<file path="src/rtl/paddle_ctrl_pkg.sv">
// Shared VGA timing constants, FSM state encoding and paddle geometry helpers.
// Declarations only: no latency and no flow control of its own.
package paddle_ctrl_pkg;

  localparam int VGA_H_ACTIVE = 640;
  localparam int VGA_V_ACTIVE = 480;
  localparam int Y_W          = 10;

  typedef enum logic [1:0] {
    IDLE  = 2'd0,
    UPD_L = 2'd1,
    UPD_R = 2'd2,
    DONE  = 2'd3
  } state_t;

  typedef struct packed {
    logic l_up;
    logic l_dn;
    logic r_up;
    logic r_dn;
  } btn_t;

  // Lowest legal top line: the paddle bottom sits on the last visible line.
  function automatic int ymax_of(input int v_active, input int height);
    return v_active - height;
  endfunction

  function automatic int yc_of(input int v_active, input int height);
    return (v_active - height) / 2;
  endfunction

endpackage

</file>
<file path="src/rtl/paddle_step.sv">
// Shared add/clamp step for one paddle: next y and next ramp count.
// Purely combinational, zero latency; no flow control, the FSM decides when results commit.
module paddle_step
  import paddle_ctrl_pkg::*;
#(
  parameter int HEIGHT      = 128,
  parameter int V_ACTIVE    = VGA_V_ACTIVE,
  parameter int STEP        = 4,
  parameter int FAST_STEP   = 8,
  parameter int RAMP_FRAMES = 16,
  parameter int CW          = $clog2(RAMP_FRAMES + 1)
) (
  input  logic [Y_W-1:0] y,
  input  logic           up,
  input  logic           dn,
  input  logic           center,
  input  logic           pause,
  input  logic [CW-1:0]  cnt,
  output logic [Y_W-1:0] y_nxt,
  output logic [CW-1:0]  cnt_nxt
);

  localparam logic [10:0]    YMAX_W = 11'(ymax_of(V_ACTIVE, HEIGHT));
  localparam logic [Y_W-1:0] YC_Y   = Y_W'(yc_of(V_ACTIVE, HEIGHT));
  localparam logic [10:0]    STEP_W = 11'(STEP);
  localparam logic [10:0]    FAST_W = 11'(FAST_STEP);
  localparam logic [CW-1:0]  RAMP_C = CW'(RAMP_FRAMES);

  logic        ramped;
  logic [10:0] y_w;
  logic [10:0] s;
  logic [10:0] sum;

  // Step size is chosen from the count before this frame's increment.
  assign ramped = (cnt == RAMP_C);
  assign y_w    = {1'b0, y};
  assign s      = ramped ? FAST_W : STEP_W;
  assign sum    = y_w + s;

  always_comb begin
    y_nxt   = y;
    cnt_nxt = cnt;
    if (center) begin
      y_nxt   = YC_Y;
      cnt_nxt = '0;
    end else if (!pause) begin
      if (up == dn) begin
        cnt_nxt = '0;
      end else begin
        cnt_nxt = ramped ? cnt : cnt + 1'b1;
        if (up) begin
          y_nxt = (y_w < s) ? '0 : Y_W'(y_w - s);
        end else begin
          y_nxt = (sum > YMAX_W) ? YMAX_W[Y_W-1:0] : sum[Y_W-1:0];
        end
      end
    end
  end

endmodule

</file>
<file path="src/rtl/paddle_ctrl.sv">
// Per-frame paddle position controller: updates left then right once per vertical blanking.
// Latency: y_left at tick+2, y_right and upd_done at tick+3; no backpressure, never stalls.
module paddle_ctrl
  import paddle_ctrl_pkg::*;
#(
  parameter int HEIGHT      = 128,
  parameter int V_ACTIVE    = VGA_V_ACTIVE,
  parameter int STEP        = 4,
  parameter int FAST_STEP   = 8,
  parameter int RAMP_FRAMES = 16
) (
  input  logic           clk,
  input  logic           rst_n,
  input  logic [9:0]     vcount,
  input  logic           btn_l_up,
  input  logic           btn_l_dn,
  input  logic           btn_r_up,
  input  logic           btn_r_dn,
  input  logic           center,
  input  logic           pause,
  output logic [Y_W-1:0] y_left,
  output logic [Y_W-1:0] y_right,
  output logic           upd_done
);

  localparam int             CW     = $clog2(RAMP_FRAMES + 1);
  localparam logic [Y_W-1:0] YC_Y   = Y_W'(yc_of(V_ACTIVE, HEIGHT));
  localparam logic [9:0]     VBLANK = 10'(V_ACTIVE);

  if (HEIGHT >= V_ACTIVE) begin : g_bad_height
    $error("paddle_ctrl: HEIGHT must be smaller than V_ACTIVE");
  end
  if (STEP > FAST_STEP) begin : g_bad_step
    $error("paddle_ctrl: STEP must not exceed FAST_STEP");
  end

  btn_t           btn_meta;
  btn_t           btn_sync;
  logic [9:0]     vcount_q;
  logic           tick;
  state_t         state;
  logic [CW-1:0]  cnt_l;
  logic [CW-1:0]  cnt_r;

  logic           sel_r;
  logic [Y_W-1:0] y_cur;
  logic [Y_W-1:0] y_nxt;
  logic           up_cur;
  logic           dn_cur;
  logic [CW-1:0]  cnt_cur;
  logic [CW-1:0]  cnt_nxt;

  always_ff @(posedge clk or negedge rst_n) begin
    if (!rst_n) begin
      btn_meta <= '0;
      btn_sync <= '0;
      vcount_q <= '0;
    end else begin
      btn_meta <= {btn_l_up, btn_l_dn, btn_r_up, btn_r_dn};
      btn_sync <= btn_meta;
      vcount_q <= vcount;
    end
  end

  // Edge detect on the first blanking line so a stalled vcount fires only once.
  assign tick = (vcount == VBLANK) && (vcount_q != VBLANK);

  assign sel_r   = (state == UPD_R);
  assign y_cur   = sel_r ? y_right        : y_left;
  assign up_cur  = sel_r ? btn_sync.r_up  : btn_sync.l_up;
  assign dn_cur  = sel_r ? btn_sync.r_dn  : btn_sync.l_dn;
  assign cnt_cur = sel_r ? cnt_r          : cnt_l;

  paddle_step #(
    .HEIGHT      (HEIGHT),
    .V_ACTIVE    (V_ACTIVE),
    .STEP        (STEP),
    .FAST_STEP   (FAST_STEP),
    .RAMP_FRAMES (RAMP_FRAMES),
    .CW          (CW)
  ) u_step (
    .y       (y_cur),
    .up      (up_cur),
    .dn      (dn_cur),
    .center  (center),
    .pause   (pause),
    .cnt     (cnt_cur),
    .y_nxt   (y_nxt),
    .cnt_nxt (cnt_nxt)
  );

  always_ff @(posedge clk or negedge rst_n) begin
    if (!rst_n) begin
      state    <= IDLE;
      y_left   <= YC_Y;
      y_right  <= YC_Y;
      cnt_l    <= '0;
      cnt_r    <= '0;
      upd_done <= 1'b0;
    end else begin
      upd_done <= 1'b0;
      case (state)
        IDLE: begin
          if (tick) state <= UPD_L;
        end
        UPD_L: begin
          y_left <= y_nxt;
          cnt_l  <= cnt_nxt;
          state  <= UPD_R;
        end
        UPD_R: begin
          y_right  <= y_nxt;
          cnt_r    <= cnt_nxt;
          upd_done <= 1'b1;
          state    <= DONE;
        end
        DONE: begin
          state <= IDLE;
        end
        default: begin
          state <= IDLE;
        end
      endcase
    end
  end

endmodule

</file>
<file path="config.mk">
export PLATFORM = sky130hd
export DESIGN_NAME = paddle_ctrl
export DESIGN_NICKNAME = d
export VERILOG_FILES = /design/src/rtl/paddle_ctrl_pkg.sv /design/src/rtl/paddle_step.sv /design/src/rtl/paddle_ctrl.sv
export SDC_FILE = /design/constraint.sdc
export NUM_CORES = 1
export LEC_CHECK = 0
export ABC_CLOCK_PERIOD_IN_PS = 5800
export CAP_MARGIN = 20
export CORE_MARGIN = 1.5
export CORE_UTILIZATION = 55
export DETAILED_ROUTE_END_ITERATION = 10
export HOLD_SLACK_MARGIN = 0.06
export PLACE_DENSITY = 0.8
export SLEW_MARGIN = 40
export SYNTH_ARGS = -nofsm -noshare
export SYNTH_HDL_FRONTEND = slang
export SYNTH_SLANG_ARGS = --single-unit
</file>
<file path="constraint.sdc">
create_clock -name clk -period 5.8 [get_ports clk]
set_clock_uncertainty 0.2 [all_clocks]
set_input_delay 0.87 -clock clk [delete_from_list [all_inputs] [get_ports clk]]
set_output_delay 0.87 -clock clk [all_outputs]
set_load 0.1 [all_outputs]
</file>
## Yosys cells after proc, flatten, opt, wreduce, memory -nomap -nowiden

Index checks and enable logic that the tools add are counted.

| operators by class | value |
|---|---|
| add/sub/neg operators | 3 |
| order comparisons | 2 |
| eq/ne operators | 8 |
| mux-type cells | 18 |
| reduce and logical (&&, ||, !) cells | 2 |

Operators by type and width:

| operator | number |
|---|---|
| 2-to-1 mux 10 bit | 7 |
| 2-to-1 mux 5 bit | 5 |
| adder 10 x 11 -> 11 bit | 1 |
| > comparator 11 x 9 -> 1 bit, second input constant | 1 |
| less-than comparator 10 x 11 -> 1 bit | 1 |
| equality test 10 x 9 -> 1 bit, second input constant | 1 |
| != test 10 x 9 -> 1 bit, second input constant | 1 |
| subtractor 10 bit | 1 |
| case mux 2 bit (4 select lines) | 1 |
| adder 5 x 1 -> 5 bit, second input constant | 1 |
| equality test 5 bit, second input constant | 1 |
| equality test 2 bit, second input constant | 2 |
| 2-to-1 mux 4 bit | 1 |
| 2-to-1 mux 1 bit | 3 |
| equality test 2 x 1 -> 1 bit, second input constant | 1 |
| logical NOT 2 bit | 1 |
| 2-to-1 mux 2 bit | 1 |
| != test 2 bit, second input constant | 1 |
| equality test 1 bit | 1 |
| logical AND 1 bit | 1 |

| storage, ports and cells | value |
|---|---|
| flip-flop bits (word level) | 51 |
| word-level logic and storage cells | 48 |

## Logic depth before layout (Yosys ltp)

| depth | value |
|---|---|
| depth after elaboration | 11 |
| mapped depth | 19 |
| gate-level depth less buffers | 16 |

## Hierarchy

From an unflattened synthesis, not the netlist that was laid out.

| second synthesis, totals | value |
|---|---|
| cell total of the unflattened synthesis | 247 |
| area total of the unflattened synthesis | 2819.0 sq um |

Modules (own cells, without submodules):

| module | times used | cells each | area each (sq um) | sequential area each (sq um) |
|---|---|---|---|---|
| paddle_ctrl | 1 | 120 | 1994.4 | 1283.7 |
| paddle_step | 1 | 127 | 824.5 | 0.0 |

## Least setup slack after synthesis

No wires, ideal clock.

| timing path | value |
|---|---|
| path type | flip-flop to flip-flop |
| start point | register state[0] |
| end point | register y_left[4] |
| library setup time | 80 ps |
| arrival | 3926 ps |
| slack | 1594 ps |
| cell stages (with the launch flop) | 19 |
| buffers on the path | 4 |
| path through | dfrtp_1 inv_1 ha_1 buf_6 buf_6 buf_2 mux2_2 inv_1 ha_1 nand3_1 ha_1 nor2b_1 a2111oi_4 and3_4 or2_2 buf_6 nor4_1 or4b_1 o22a_1 |

| between the ends | value |
|---|---|
| longest elaborated chain between the ends | 11 |
| elaborated cells on any way between the ends | 19 |
| classes of those cells | add/sub (2); order compare (2); eq/ne (4); mux (11) |

Ends and longest elaborated chain:

| item | RTL line | text |
|---|---|---|
| from (decl) | paddle_ctrl.sv:41 | `state_t state;` |
| from (signal assigned) | paddle_ctrl.sv:94 | `state <= IDLE;` |
| from (signal assigned) | paddle_ctrl.sv:104 | `if (tick) state <= UPD_L;` |
| from (signal assigned) | paddle_ctrl.sv:109 | `state <= UPD_R;` |
| equality test 2 bit (*) | paddle_ctrl.sv:68 | `assign sel_r = (state == UPD_R);` |
| via sel_r | paddle_ctrl.sv:45 | `logic sel_r;` |
| 2-to-1 mux 5 bit | paddle_ctrl.sv:72 | `assign cnt_cur = sel_r ? cnt_r : cnt_l;` |
| equality test 5 bit | paddle_step.sv:35 | `assign ramped = (cnt == RAMP_C);` |
| 2-to-1 mux 4 bit | paddle_step.sv:37 | `assign s = ramped ? FAST_W : STEP_W;` |
| adder 10 x 11 -> 11 bit | paddle_step.sv:38 | `assign sum = y_w + s;` |
| > comparator 11 x 9 -> 1 bit | paddle_step.sv:54 | `y_nxt = (sum > YMAX_W) ? YMAX_W[Y_W-1:0] : sum[Y_W-1:0];` |
| 2-to-1 mux 10 bit | paddle_step.sv:54 |  |
| 2-to-1 mux 10 bit | paddle_step.sv:51 | `if (up) begin` |
| 2-to-1 mux 10 bit | paddle_step.sv:47 | `if (up == dn) begin` |
| 2-to-1 mux 10 bit (*) | paddle_step.sv:46 | `end else if (!pause) begin` |
| 2-to-1 mux 10 bit (*) | paddle_step.sv:43 | `if (center) begin` |
| to (signal assigned) | paddle_ctrl.sv:107 | `y_left <= y_nxt;` |
| to (decl) | paddle_ctrl.sv:21 | `output logic [Y_W-1:0] y_left,` |

Mark *: on every way through the listed nets, which the timed path passes. The rest lies on a longest branch.
A chain may end at the register's enable or synchronous reset.

## Worst setup path after layout

| timing path | value |
|---|---|
| start point | register state[0] |
| end point | register y_right[0] |

| between the ends | value |
|---|---|
| longest elaborated chain between the ends | 11 |
| elaborated cells on any way between the ends | 18 |
| classes of those cells | add/sub (2); order compare (2); eq/ne (3); mux (11) |

Ends and longest elaborated chain:

| item | RTL line | text |
|---|---|---|
| equality test 2 bit (*) | paddle_ctrl.sv:68 |  |
| via sel_r | paddle_ctrl.sv:45 |  |
| 2-to-1 mux 5 bit | paddle_ctrl.sv:72 |  |
| equality test 5 bit | paddle_step.sv:35 |  |
| 2-to-1 mux 4 bit | paddle_step.sv:37 |  |
| adder 10 x 11 -> 11 bit | paddle_step.sv:38 |  |
| > comparator 11 x 9 -> 1 bit | paddle_step.sv:54 |  |
| 2-to-1 mux 10 bit | paddle_step.sv:54 |  |
| 2-to-1 mux 10 bit | paddle_step.sv:51 |  |
| 2-to-1 mux 10 bit | paddle_step.sv:47 |  |
| 2-to-1 mux 10 bit | paddle_step.sv:46 |  |
| 2-to-1 mux 10 bit | paddle_step.sv:43 |  |
| to (signal assigned) | paddle_ctrl.sv:112 | `y_right <= y_nxt;` |
| to (decl) | paddle_ctrl.sv:22 | `output logic [Y_W-1:0] y_right,` |

Marks and branches as above.

==> summary.txt <==
Synth Flop Type - dfrtp_1
Clk pwr share - 0.125
Non-Filler Instances - 397
Setup Buffers After CTS - 0
PD cells - 484 mW/mm²
Share of power burned in registers - 0.290
Max-slew violation count - 0
Post-synthesis sequential area ratio - 0.422
Antenna cells - 0
Internal power - 0.803 mW
TritonCTS buffer count - 5
CP Capture Type - register
Vias in the first global route - 2282
1st-iter DRT viols - 217
Post-layout util - 0.655
Number of I/O pins - 39
Vias/cell - 5.90
Post-CTS Hold Buffers - 0
Cells after DPL - 389
WP data arrival - 4.79 ns
Final setup viols - 0
First-pass GRT wire length - 10800 µm
Cells after Synth - 294
Largest family of logic cells by synthesized area - compound AO/OA/AOI/OAI gates
Die area - 0.00599 mm²
Post-synthesis simple-gate area fraction - 0.161
Slew @ Worst Pin - 0.671 ns
Core ar. - 0.00524 mm²
Largest net degree at the start of global routing - 52
Worst VDD drop - 0.320 mV
Sw Share - 0.516
Compound-gate portion of the synthesized area - 0.170
Post-Synth Adder-Cell Area - 0.0542
RSZ-0062 raised after global routing - no
Count of cell types in the netlist - 72
Row Count - 26
Switching pwr - 0.858 mW
Share of layout cells above drive strength 1 - 0.245
Congestion Overflow GR - 0
Flop2flop setup slack - 1.04 ns
Detailed-route wire length - 6400 µm
CTS root buf - clkbuf_8
Synth Cell Area - 0.00305 mm²
Mux contribution to synthesized area - 0.124
Port-buffer cells - 38
Filler instances - 414
Startpoint Class - register
Die Wd - 77.4 µm
Total GRT Usage - 0.230
Comb pwr share - 0.585
Max_cap viols - 0
Post-cts sizing count - 0
Syn nets - 324
Final worst path period need - 4.76 ns
Min-delay worst type - reg2reg
Final GP Congestion - 0.876
Syn_area_per_cell - 10.4 µm²
Ys async rst share - 1.00
FF+latch count, synth - 51
YS warnings - 0
Crit-path slowest cell - ha_2
Clk sinks - 51
DRC - 0
Crit-path max FO - 29
Clock slew at reported path FFs - 0.09 ns
Clk_lat worst skew - 0.31 ns
Crit path top cell by count - inv_1
Post-layout nets - 356
First drt pass iteration count - 4
WP data required - 5.83 ns
Layout Area Growth over Synthesis - 12.7%
Max stage delay on crit path - 0.64 ns
Initial core utilization - 0.581
Top cells by area, synth - dfrtp_1, mux2_2, dfstp_2, ha_1, mux2i_1
CTS tree - built
Synth area leader - dfrtp_1
Setup CP Type - reg2reg
Status - finished clean
Post-synth EDFFs - 0
Leakage - 1.48 nW
Routed WL per cell - 16.1 µm
Cells along the critical path - inv_1, ha_2, mux2_2, inv_1, ha_1, nand3_1, ha_1, inv_1, fa_1, a2111oi_2, xnor2_1, o21ai_0, o22ai_2, nand2_2, a31o_2, a21boi_0
Die height - 77.4 µm
Vias - 2341
Area share of the largest cell type after synthesis - 0.370
Antenna violations before repair - 0
H-tree depth - 2
Final Hold Vio Count - 0
Setup TNS Final - 0 ns
ANT nets after route - 0
Period utilisation layout - 0.820
Area share of xor/xnor cells in the synthesized design - 0.0226
Fmax - 0.210 GHz
HPWL after detailed placement - 4500 µm
CTS max path bufs - 2
Rel. slew slack - 0.553
-- registers in the layout (all words and copies together) (netlist names), 2 cells and up --
signal / cells
vcount_q: 10
y_right: 10
y_left: 10
state: 2
btn_meta: 4
cnt_r: 5
cnt_l: 5
btn_sync: 4
-- worst max-delay path: cells and delay by family (launching register included) --
kind | cells | cell delay [ns]
muxes | 1 | 0.35
xor gates and xnor gates | 1 | 0.19
DFF | 1 | 0.40
adders and majority gates | 4 | 1.58
and+or+nand+nor | 2 | 0.44
AOI/OAI and AO/OA | 5 | 1.24
buffers and inverters | 3 | 0.27
-- synth_stat cells, drive strengths merged, types with 2 or more instances --
cell type / n
and3: 2
nor3: 5
buf: 8
a2111oi: 2
nand4b: 3
xor2: 2
mux2: 22
and3b: 2
nand3: 6
clkbuf: 7
or3b: 2
a32o: 2
a21oi: 17
inv: 14
a211oi: 2
nand4: 2
o22ai: 5
a21o: 2
ha: 10
o32ai: 2
nor4: 4
nand2b: 5
dfrtp: 45
dfstp: 6
or3: 2
xnor2: 5
fa: 2
o211ai: 3
mux2i: 12
nand2: 20
o21ai: 16
nor2b: 5
nor2: 23
a31oi: 2
a21boi: 3
nand3b: 2
-- power groups by stage --
| stage | clock network (mW) | logic [mW] | registers, mW |
|---|---|---|---|
| after detailed placement | 0 | 0.959 | 0.488 |
| after global routing | 0.233 | 1.04 | 0.491 |
| after CTS | 0.213 | 0.962 | 0.482 |
| after floorplan | 0 | 0.529 | 0.756 |
| after global placement | 0 | 0.976 | 0.487 |
| final | 0.208 | 0.971 | 0.482 |
-- per-layer routing --
| layer | up-vias | global-route usage | routed length [µm] |
|---|---|---|---|
| met5 | - | 0 | 0 |
| met4 | 0 | 0.0727 | 39 |
| met3 | 4 | 0.0376 | 332 |
| met2 | 80 | 0.370 | 3030 |
| met1 | 1134 | 0.318 | 2990 |
| li1 | 1123 | - | - |
-- final timing paths --
check                            startpoint          end  cells past startpoint
worst max-delay path               state[0]   y_right[0]                     16
worst min-delay path            btn_meta[3]  btn_sync[3]                      0
worst max register to register     state[0]   y_right[0]                     16
worst min register to register  btn_meta[3]  btn_sync[3]                      0
max in group asynchronous             rst_n     cnt_r[1]                      2
min in group asynchronous             rst_n  vcount_q[7]                      2
-- cell families (layout without fill, tap and decap cells) --
kind of cell,after synthesis,after routing
and+or+nand+nor,90,90
AOI/OAI and AO/OA,71,71
DFF,51,51
muxes,34,34
buffers and inverters,29,62
adders and majority gates,12,12
xor gates and xnor gates,7,7
-- per-stage QoR --
stage | area, µm² | hold slack (ns) | setup WS [ns] | total power, mW
final | 3430 | 0.158 | 1.04 | 1.66
after global routing | 3430 | 0.183 | 0.722 | 1.77
after CTS | 3430 | 0.162 | 1.08 | 1.66
after detailed placement | 3340 | 0.138 | 1.12 | 1.45
after global placement | 3440 | 0.133 | 1.20 | 1.46
after floorplan | 3050 | 0.131 | 1.59 | 1.28
-- layout by cell type (no fill, tap or decap), types with 3 or more instances in the layout --
cell / n
inv_1: 14
nor4_1: 4
nor2_1: 23
nand3_1: 6
o22ai_1: 4
a21oi_1: 16
buf_2: 22
dfstp_2: 6
mux2_2: 21
ha_1: 8
clkdlybuf4s50_1: 16
dfrtp_1: 45
xnor2_1: 4
nand4b_1: 3
mux2i_2: 4
nor2b_1: 4
clkbuf_8: 5
nor3_1: 5
a21boi_0: 3
nand2_1: 19
mux2i_1: 8
o21ai_0: 15
nand2b_1: 5
o211ai_1: 3
-- final cells by class --
cell class                 instances  area [µm²]  share of cell area
tap                               70        87.6              0.0255
inverter                          14        52.6              0.0153
sequential                        51        1280               0.374
clock buffer                       6        72.6              0.0211
multi-input combinational        214        1630               0.476
timing repair buffer              40         285              0.0831
clock inverter                     2        16.3             0.00474
No activity file was read; power rests on OpenSTA's default activity.
